**src/rtl/hazard_pkg.sv**
```systemverilog
// Shared types and constants for the pipeline hazard/stall controller.
package hazard_pkg;

    // Multi-cycle execute tracking states.
    typedef enum logic {
        IDLE = 1'b0,
        BUSY = 1'b1
    } mc_state_e;

    // Integer register x0 is hard-wired to zero and never creates a dependency.
    localparam logic [4:0] REG_ZERO = 5'd0;

    // True when a source operand is read by the ID instruction and names rd.
    function automatic logic src_hit(
        input logic       used,
        input logic [4:0] rs,
        input logic [4:0] rd
    );
        return used && (rs == rd);
    endfunction

endpackage

```
**src/rtl/hazard_perf_counters.sv**
```systemverilog
// Performance counters for the hazard unit: load-use bubbles and
// multi-cycle stall cycles. Both wrap and clear on synchronous reset.
module hazard_perf_counters
    import hazard_pkg::*;
#(
    parameter int unsigned XLEN_CNT = 32
) (
    input  logic                clk,
    input  logic                reset_n,
    input  logic                lu_event_i,
    input  logic                mc_event_i,
    output logic [XLEN_CNT-1:0] load_use_cnt_o,
    output logic [XLEN_CNT-1:0] mc_stall_cnt_o
);

    logic [XLEN_CNT-1:0] lu_cnt_q, lu_cnt_d;
    logic [XLEN_CNT-1:0] mc_cnt_q, mc_cnt_d;

    // Next-count computation; natural wrap on overflow.
    always_comb begin
        lu_cnt_d = lu_cnt_q;
        mc_cnt_d = mc_cnt_q;
        if (lu_event_i) begin
            lu_cnt_d = lu_cnt_q + 1'b1;
        end
        if (mc_event_i) begin
            mc_cnt_d = mc_cnt_q + 1'b1;
        end
    end

    // Counter registers with synchronous active-low clear.
    always_ff @(posedge clk) begin
        if (!reset_n) begin
            lu_cnt_q <= '0;
            mc_cnt_q <= '0;
        end else begin
            lu_cnt_q <= lu_cnt_d;
            mc_cnt_q <= mc_cnt_d;
        end
    end

    assign load_use_cnt_o = lu_cnt_q;
    assign mc_stall_cnt_o = mc_cnt_q;

endmodule

```
**src/rtl/hazard_stall_unit.sv**
```systemverilog
// Pipeline hazard and stall controller for the RV32IMF five-stage core.
// Resolves load-use dependencies, multi-cycle execute ops and taken-branch
// redirects into stall/flush enables for the IF/ID, ID/EXE and EXE/MEM
// registers. Optional performance counters: define HAZARD_PERF_CNT_EN.
module hazard_stall_unit
    import hazard_pkg::*;
#(
    parameter int unsigned XLEN_CNT = 32
) (
    input  logic       clk,
    input  logic       reset_n,
    input  logic [4:0] rs1_id,
    input  logic [4:0] rs2_id,
    input  logic [4:0] rs3_id,
    input  logic       rs1_used_id,
    input  logic       rs2_used_id,
    input  logic       rs3_used_id,
    input  logic       rdata1_int_FP_sel_id,
    input  logic       rdata2_int_FP_sel_id,
    input  logic [4:0] rd_exe,
    input  logic       mem_read_exe,
    input  logic       reg_write_exe,
    input  logic       FP_reg_write_exe,
    input  logic       mc_start_exe,
    input  logic       mc_done,
    input  logic       branch_taken_exe,
    output logic       stall_if,
    output logic       stall_id,
    output logic       stall_exe,
    output logic       flush_id,
    output logic       flush_exe,
    output logic       flush_mem,
    output logic       mc_busy
`ifdef HAZARD_PERF_CNT_EN
    ,
    output logic [XLEN_CNT-1:0] load_use_cnt,
    output logic [XLEN_CNT-1:0] mc_stall_cnt
`endif
);

    // Counter width must be usable even when the counters are compiled out.
    if (XLEN_CNT < 1) begin : g_bad_cnt_width
        $error("hazard_stall_unit: XLEN_CNT must be at least 1");
    end

    mc_state_e state_q, state_d;
    logic      mc_stall;
    logic      lu;
    logic      lu_int_hit;
    logic      lu_fp_hit;
    logic      lu_eff;

    // Load-use detection, split by register class.
    always_comb begin
        lu_int_hit = 1'b0;
        lu_fp_hit  = 1'b0;
        if (reg_write_exe && (rd_exe != REG_ZERO)) begin
            lu_int_hit = (src_hit(rs1_used_id, rs1_id, rd_exe) && !rdata1_int_FP_sel_id)
                      || (src_hit(rs2_used_id, rs2_id, rd_exe) && !rdata2_int_FP_sel_id);
        end
        // f0 is an ordinary FP register, so no zero-index exclusion here.
        if (FP_reg_write_exe) begin
            lu_fp_hit = (src_hit(rs1_used_id, rs1_id, rd_exe) && rdata1_int_FP_sel_id)
                     || (src_hit(rs2_used_id, rs2_id, rd_exe) && rdata2_int_FP_sel_id)
                     ||  src_hit(rs3_used_id, rs3_id, rd_exe);
        end
        lu = mem_read_exe && (lu_int_hit || lu_fp_hit);
    end

    // Multi-cycle FSM next state and Mealy stall (covers the issue cycle).
    always_comb begin
        state_d  = state_q;
        mc_stall = 1'b0;
        unique case (state_q)
            IDLE: begin
                if (mc_start_exe && !mc_done) begin
                    state_d  = BUSY;
                    mc_stall = 1'b1;
                end
            end
            BUSY: begin
                if (mc_done) begin
                    state_d = IDLE;
                end else begin
                    mc_stall = 1'b1;
                end
            end
            default: begin
                state_d = IDLE;
            end
        endcase
    end

    // FSM state register; reset abandons any multi-cycle operation in flight.
    always_ff @(posedge clk) begin
        if (!reset_n) begin
            state_q <= IDLE;
        end else begin
            state_q <= state_d;
        end
    end

    // Priority mux: branch redirect > multi-cycle stall > load-use bubble.
    always_comb begin
        stall_if  = 1'b0;
        stall_id  = 1'b0;
        stall_exe = 1'b0;
        flush_id  = 1'b0;
        flush_exe = 1'b0;
        flush_mem = 1'b0;
        lu_eff    = 1'b0;
        if (reset_n) begin
            if (branch_taken_exe) begin
                flush_id  = 1'b1;
                flush_exe = 1'b1;
            end else if (mc_stall) begin
                stall_if  = 1'b1;
                stall_id  = 1'b1;
                stall_exe = 1'b1;
                flush_mem = 1'b1;
            end else if (lu) begin
                stall_if  = 1'b1;
                stall_id  = 1'b1;
                flush_exe = 1'b1;
                lu_eff    = 1'b1;
            end
        end
    end

    assign mc_busy = reset_n && (state_q == BUSY);

`ifdef HAZARD_PERF_CNT_EN
    hazard_perf_counters #(
        .XLEN_CNT(XLEN_CNT)
    ) u_perf (
        .clk            (clk),
        .reset_n        (reset_n),
        .lu_event_i     (lu_eff),
        .mc_event_i     (mc_stall),
        .load_use_cnt_o (load_use_cnt),
        .mc_stall_cnt_o (mc_stall_cnt)
    );
`else
    logic unused_lu_eff;
    assign unused_lu_eff = lu_eff;
`endif

endmodule

```
**config.mk**
```make
export PLATFORM = sky130hd
export DESIGN_NAME = hazard_stall_unit
export DESIGN_NICKNAME = d
export VERILOG_FILES = /design/src/rtl/hazard_pkg.sv /design/src/rtl/hazard_perf_counters.sv /design/src/rtl/hazard_stall_unit.sv
export SDC_FILE = /design/constraint.sdc
export NUM_CORES = 1
export LEC_CHECK = 0
export BUFFER_PORTS_ARGS = -buffer_cell sky130_fd_sc_hd__buf_4
export CAP_MARGIN = 20
export CELL_PAD_IN_SITES_DETAIL_PLACEMENT = 1
export CELL_PAD_IN_SITES_GLOBAL_PLACEMENT = 2
export CORE_ASPECT_RATIO = 0.75
export CORE_MARGIN = 5
export CORE_UTILIZATION = 12
export CTS_CLUSTER_SIZE = 16
export DETAILED_ROUTE_END_ITERATION = 8
export PLACE_DENSITY_LB_ADDON = 0.1
export SLEW_MARGIN = 10
export SYNTH_ARGS = -nofsm -noshare
export SYNTH_HDL_FRONTEND = slang
export SYNTH_SLANG_ARGS = --single-unit
export TNS_END_PERCENT = 100
```
**constraint.sdc**
```tcl
create_clock -name clk -period 1.2 [get_ports clk]
set_input_delay 0.12 -clock clk [delete_from_list [all_inputs] [get_ports clk]]
set_output_delay 0.12 -clock clk [all_outputs]
set_load 0.1 [all_outputs]
```
==> impl_metrics.csv <==
group,metric,value,unit
status,outcome,"finished, violations left",
status,failed_checks,"setup timing",
yosys,synth_cell_types,23,
yosys,postSynthNetCount,84,
cells_and_area,diode_insertion_count_for_antenna_repair,0,
hold_path,min_path_cells,3,
hold_path,hold_class,"input pin to register",
timing,timing.fmax,621.2,MHz
worst_setup_path,worst-path-max-fanout,4,
floorplan,die_width,73.17,um
pwr,power.sequential.fraction,10.6,%
pwr,static-leakage-power,0.3771,nW
yosys,mappedNetlistArea,359.1,um2
job,cap_viol_max_count,0,
timing,timing_max_transition_violations_final,0,
placement,area_of_placed_instances,757.0,um2
floorplan,start_util,12.32,%
yosys,synthesized_flop_and_latch_total,1,
yosys,synth-warning-count,0,
placement,numPortBuffers,39,
worst_setup_path,criticalPathCategory,"input pin to output port",
floorplan,num_ports,40,
pwr,irDropWorstVdd,0.09711,mV
global_route,first_pass_grt_wire_length,2415,um
worst_setup_path,worst_reg2reg_path_length_in_cells,3,
detailed_routing,total_routed_wirelength,1522,um
detailed_routing,routed_wire_length_per_instance,11.62,um
yosys,edff_count_synth,0,
global_route,grt_max_degree,6,
cells_and_area,drive_above_1_share,61.29,%
timing,grt_setup_unrepaired,"true",
cells_and_area,nFillCells,353,
pwr,p_switching,0.0001625,W
cells_and_area,multiInputGateArea,384.1,um2
detailed_routing,vias_per_cell,3.756,
worst_setup_path,worst_path_arrival_time,1.49,ns
cells_and_area,postLayoutCoreUtil,28.64,%
yosys,syn-mean-instance-area,7.041,um2
global_route,antenna_found_initial,0,
detailed_routing,drt-initial-drc-count,6,
pwr,internal_power,0.0001883,W
cts,worst_skew_pair.late_latency,0,ns
timing,timing.setup.tns,-1.151,ns
detailed_routing,route.antenna.remaining_nets,0,
timing,count_of_endpoints_failing_setup_in_the_final_report,3,
cells_and_area,final_net_count,128,
cells_and_area,largest_registers,"state_q x1",
cts,holdBufCountCts,0,
yosys,fraction_of_post_synthesis_cell_area_in_the_top_cell_type_by_area,26.83,%
floorplan,fp.dieH,57.38,um
global_route,grt_usage,7.076,%
pwr,pwr-share-clk,0,%
placement,post_detail_place_hpwl,1459,um
worst_setup_path,timing.critical_path.from_type,"input pin",
pwr,powerDensity,420.3,mW/mm2
cells_and_area,final_cell_area,834.6,um2
detailed_routing,drt_pre_antenna_iters,4,
worst_setup_path,timing.critical_path.to_type,"output port",
timing,timing.max_slew.rel_slack,81.50,%
floorplan,dieArea,0.004198,mm2
cells_and_area,area.growth.synth_to_final,132.4,%
yosys,post_synth_main_area_contributors,"sky130_fd_sc_hd__xnor2_1 (27%), sky130_fd_sc_hd__xor2_1 (9.8%), sky130_fd_sc_hd__nor2_1 (7.3%)",
detailed_routing,detail_route.drc_violations,0,
yosys,postSynthCellCount,51,
timing,max_slew.worst_pin.slew,0.2798,ns
placement,routabilityCongestion,0.6932,
cells_and_area,largest_register_ff_count,1,
pwr,switching_share,46.32,%
global_route,number_of_global_route_vias_before_repair,509,
timing,skew,0,ns
timing,fin_ws,-0.4098,ns
pwr,p_total,0.0003508,W
yosys,dominantRegCellSynth,"sky130_fd_sc_hd__dfxtp_1",
floorplan,fp.coreArea,0.002914,mm2
timing,min_period_over_period,134.1,%
cells_and_area,sequential_cell_area,21.27,um2
yosys,synth_seq_area_share,5.575,%
global_route,grt_overflow,0,
timing,hold_slack,0.3710,ns
cts,clkTransAtPathRegs,0,ns
cells_and_area,registers.top_by_ff_count,"state_q",
yosys,synth-async-reset-ratio,0,%
yosys,netlist.top_cell.by_area,"sky130_fd_sc_hd__xnor2_1",
detailed_routing,num_vias,492,
pwr,combinational_share_of_power,89.4,%
worst_setup_path,worst-endpoint-required,1.08,ns
floorplan,floorplan.rows,17,
timing,hold_violation_total_from_the_final_report,0,
timing,final.min_clock_period,1.610,ns
final timing paths:
path	slack, ns	startpoint	end
max	-0.41	rd_exe[1]	stall_if
min	0.37	reset_n	state_q$_SDFF_PN0_
max reg2reg	0.50	state_q$_SDFF_PN0_	state_q$_SDFF_PN0_
min reg2reg	0.62	state_q$_SDFF_PN0_	state_q$_SDFF_PN0_
synth_stat cells (2+ instances only):
master                    instances
sky130_fd_sc_hd__xor2_1           4
sky130_fd_sc_hd__buf_4            2
sky130_fd_sc_hd__nor2_1           7
sky130_fd_sc_hd__nor3_1           2
sky130_fd_sc_hd__xnor2_1         11
sky130_fd_sc_hd__nand3_1          2
sky130_fd_sc_hd__inv_1            2
sky130_fd_sc_hd__nand2_1          5
sky130_fd_sc_hd__nand4_1          2
area by class of cell:
type,count,share of cell area [%]
timing repair buffer,44,44.83
inverter,2,0.8996
multi-input combinational,46,46.03
sequential,1,2.549
tap,38,5.697
metal layers:
layer | GRT usage (%) | routed length (um)
met5 | 0 | 0
met4 | 0 | 0
met3 | 0.3521 | 100
met2 | 11.21 | 681
met1 | 11.03 | 739
what timing repair did:
item	CTS	global route
pin swaps	0	6
endpoints found under the hold margin	0	0
setup buffers	0	0
cloned	0	0
resized for setup	4	14
setup endpoints to repair	3	3
power groups by stage:
stage | combinational [W] | sequential, W | clock, W
3_3_place_gp | 0.000291 | 0.0000373 | 0
5_1_grt | 0.000337 | 0.0000374 | 0
4_1_cts | 0.000297 | 0.0000374 | 0
6_report | 0.000313 | 0.0000373 | 0
2_1_floorplan | 0.000158 | 0.0000372 | 0
3_5_place_dp | 0.000291 | 0.0000375 | 0
cell usage in the layout, fill, tap and decap left out, types with 2 or more instances in the layout:
| cell | instances |
|---|---|
| sky130_fd_sc_hd__xnor2_1 | 11 |
| sky130_fd_sc_hd__buf_4 | 38 |
| sky130_fd_sc_hd__nor2_1 | 5 |
| sky130_fd_sc_hd__nand2_1 | 5 |
| sky130_fd_sc_hd__buf_12 | 2 |
| sky130_fd_sc_hd__nor3_2 | 3 |
| sky130_fd_sc_hd__xor2_1 | 3 |
| sky130_fd_sc_hd__buf_6 | 3 |
| sky130_fd_sc_hd__nand4_1 | 2 |
| sky130_fd_sc_hd__nand3_1 | 2 |
| sky130_fd_sc_hd__inv_1 | 2 |
logic make-up (layout without fill, tap and decap cells):
logic type             Yosys count  count (layout)  synth area share (%)
XOR/XNOR                        15              15                 36.58
AO/OA/AOI/OAI                    6               6                 16.03
AND/OR/NAND/NOR                 25              25                 35.55
buffers and inverters            4              46                 6.271
flip-flops                       1               1                 5.575
critical path: stages:
cell,delay [ns]
sky130_fd_sc_hd__buf_8,0.10
sky130_fd_sc_hd__or4_4,0.54
sky130_fd_sc_hd__o211ai_4,0.18
sky130_fd_sc_hd__nor2_1,0.06
sky130_fd_sc_hd__o21ai_1,0.07
sky130_fd_sc_hd__nand3b_1,0.17
sky130_fd_sc_hd__buf_6,0.24
metrics by stage:
stage | setup WS [ns] | cells
floorplan | -1.110 | 51
global placement | -0.4533 | 131
detailed placement | -0.4484 | 131
CTS | -0.4349 | 131
global route | -0.4658 | 131
finish | -0.4098 | 131
No activity file was read; power rests on OpenSTA's default activity.
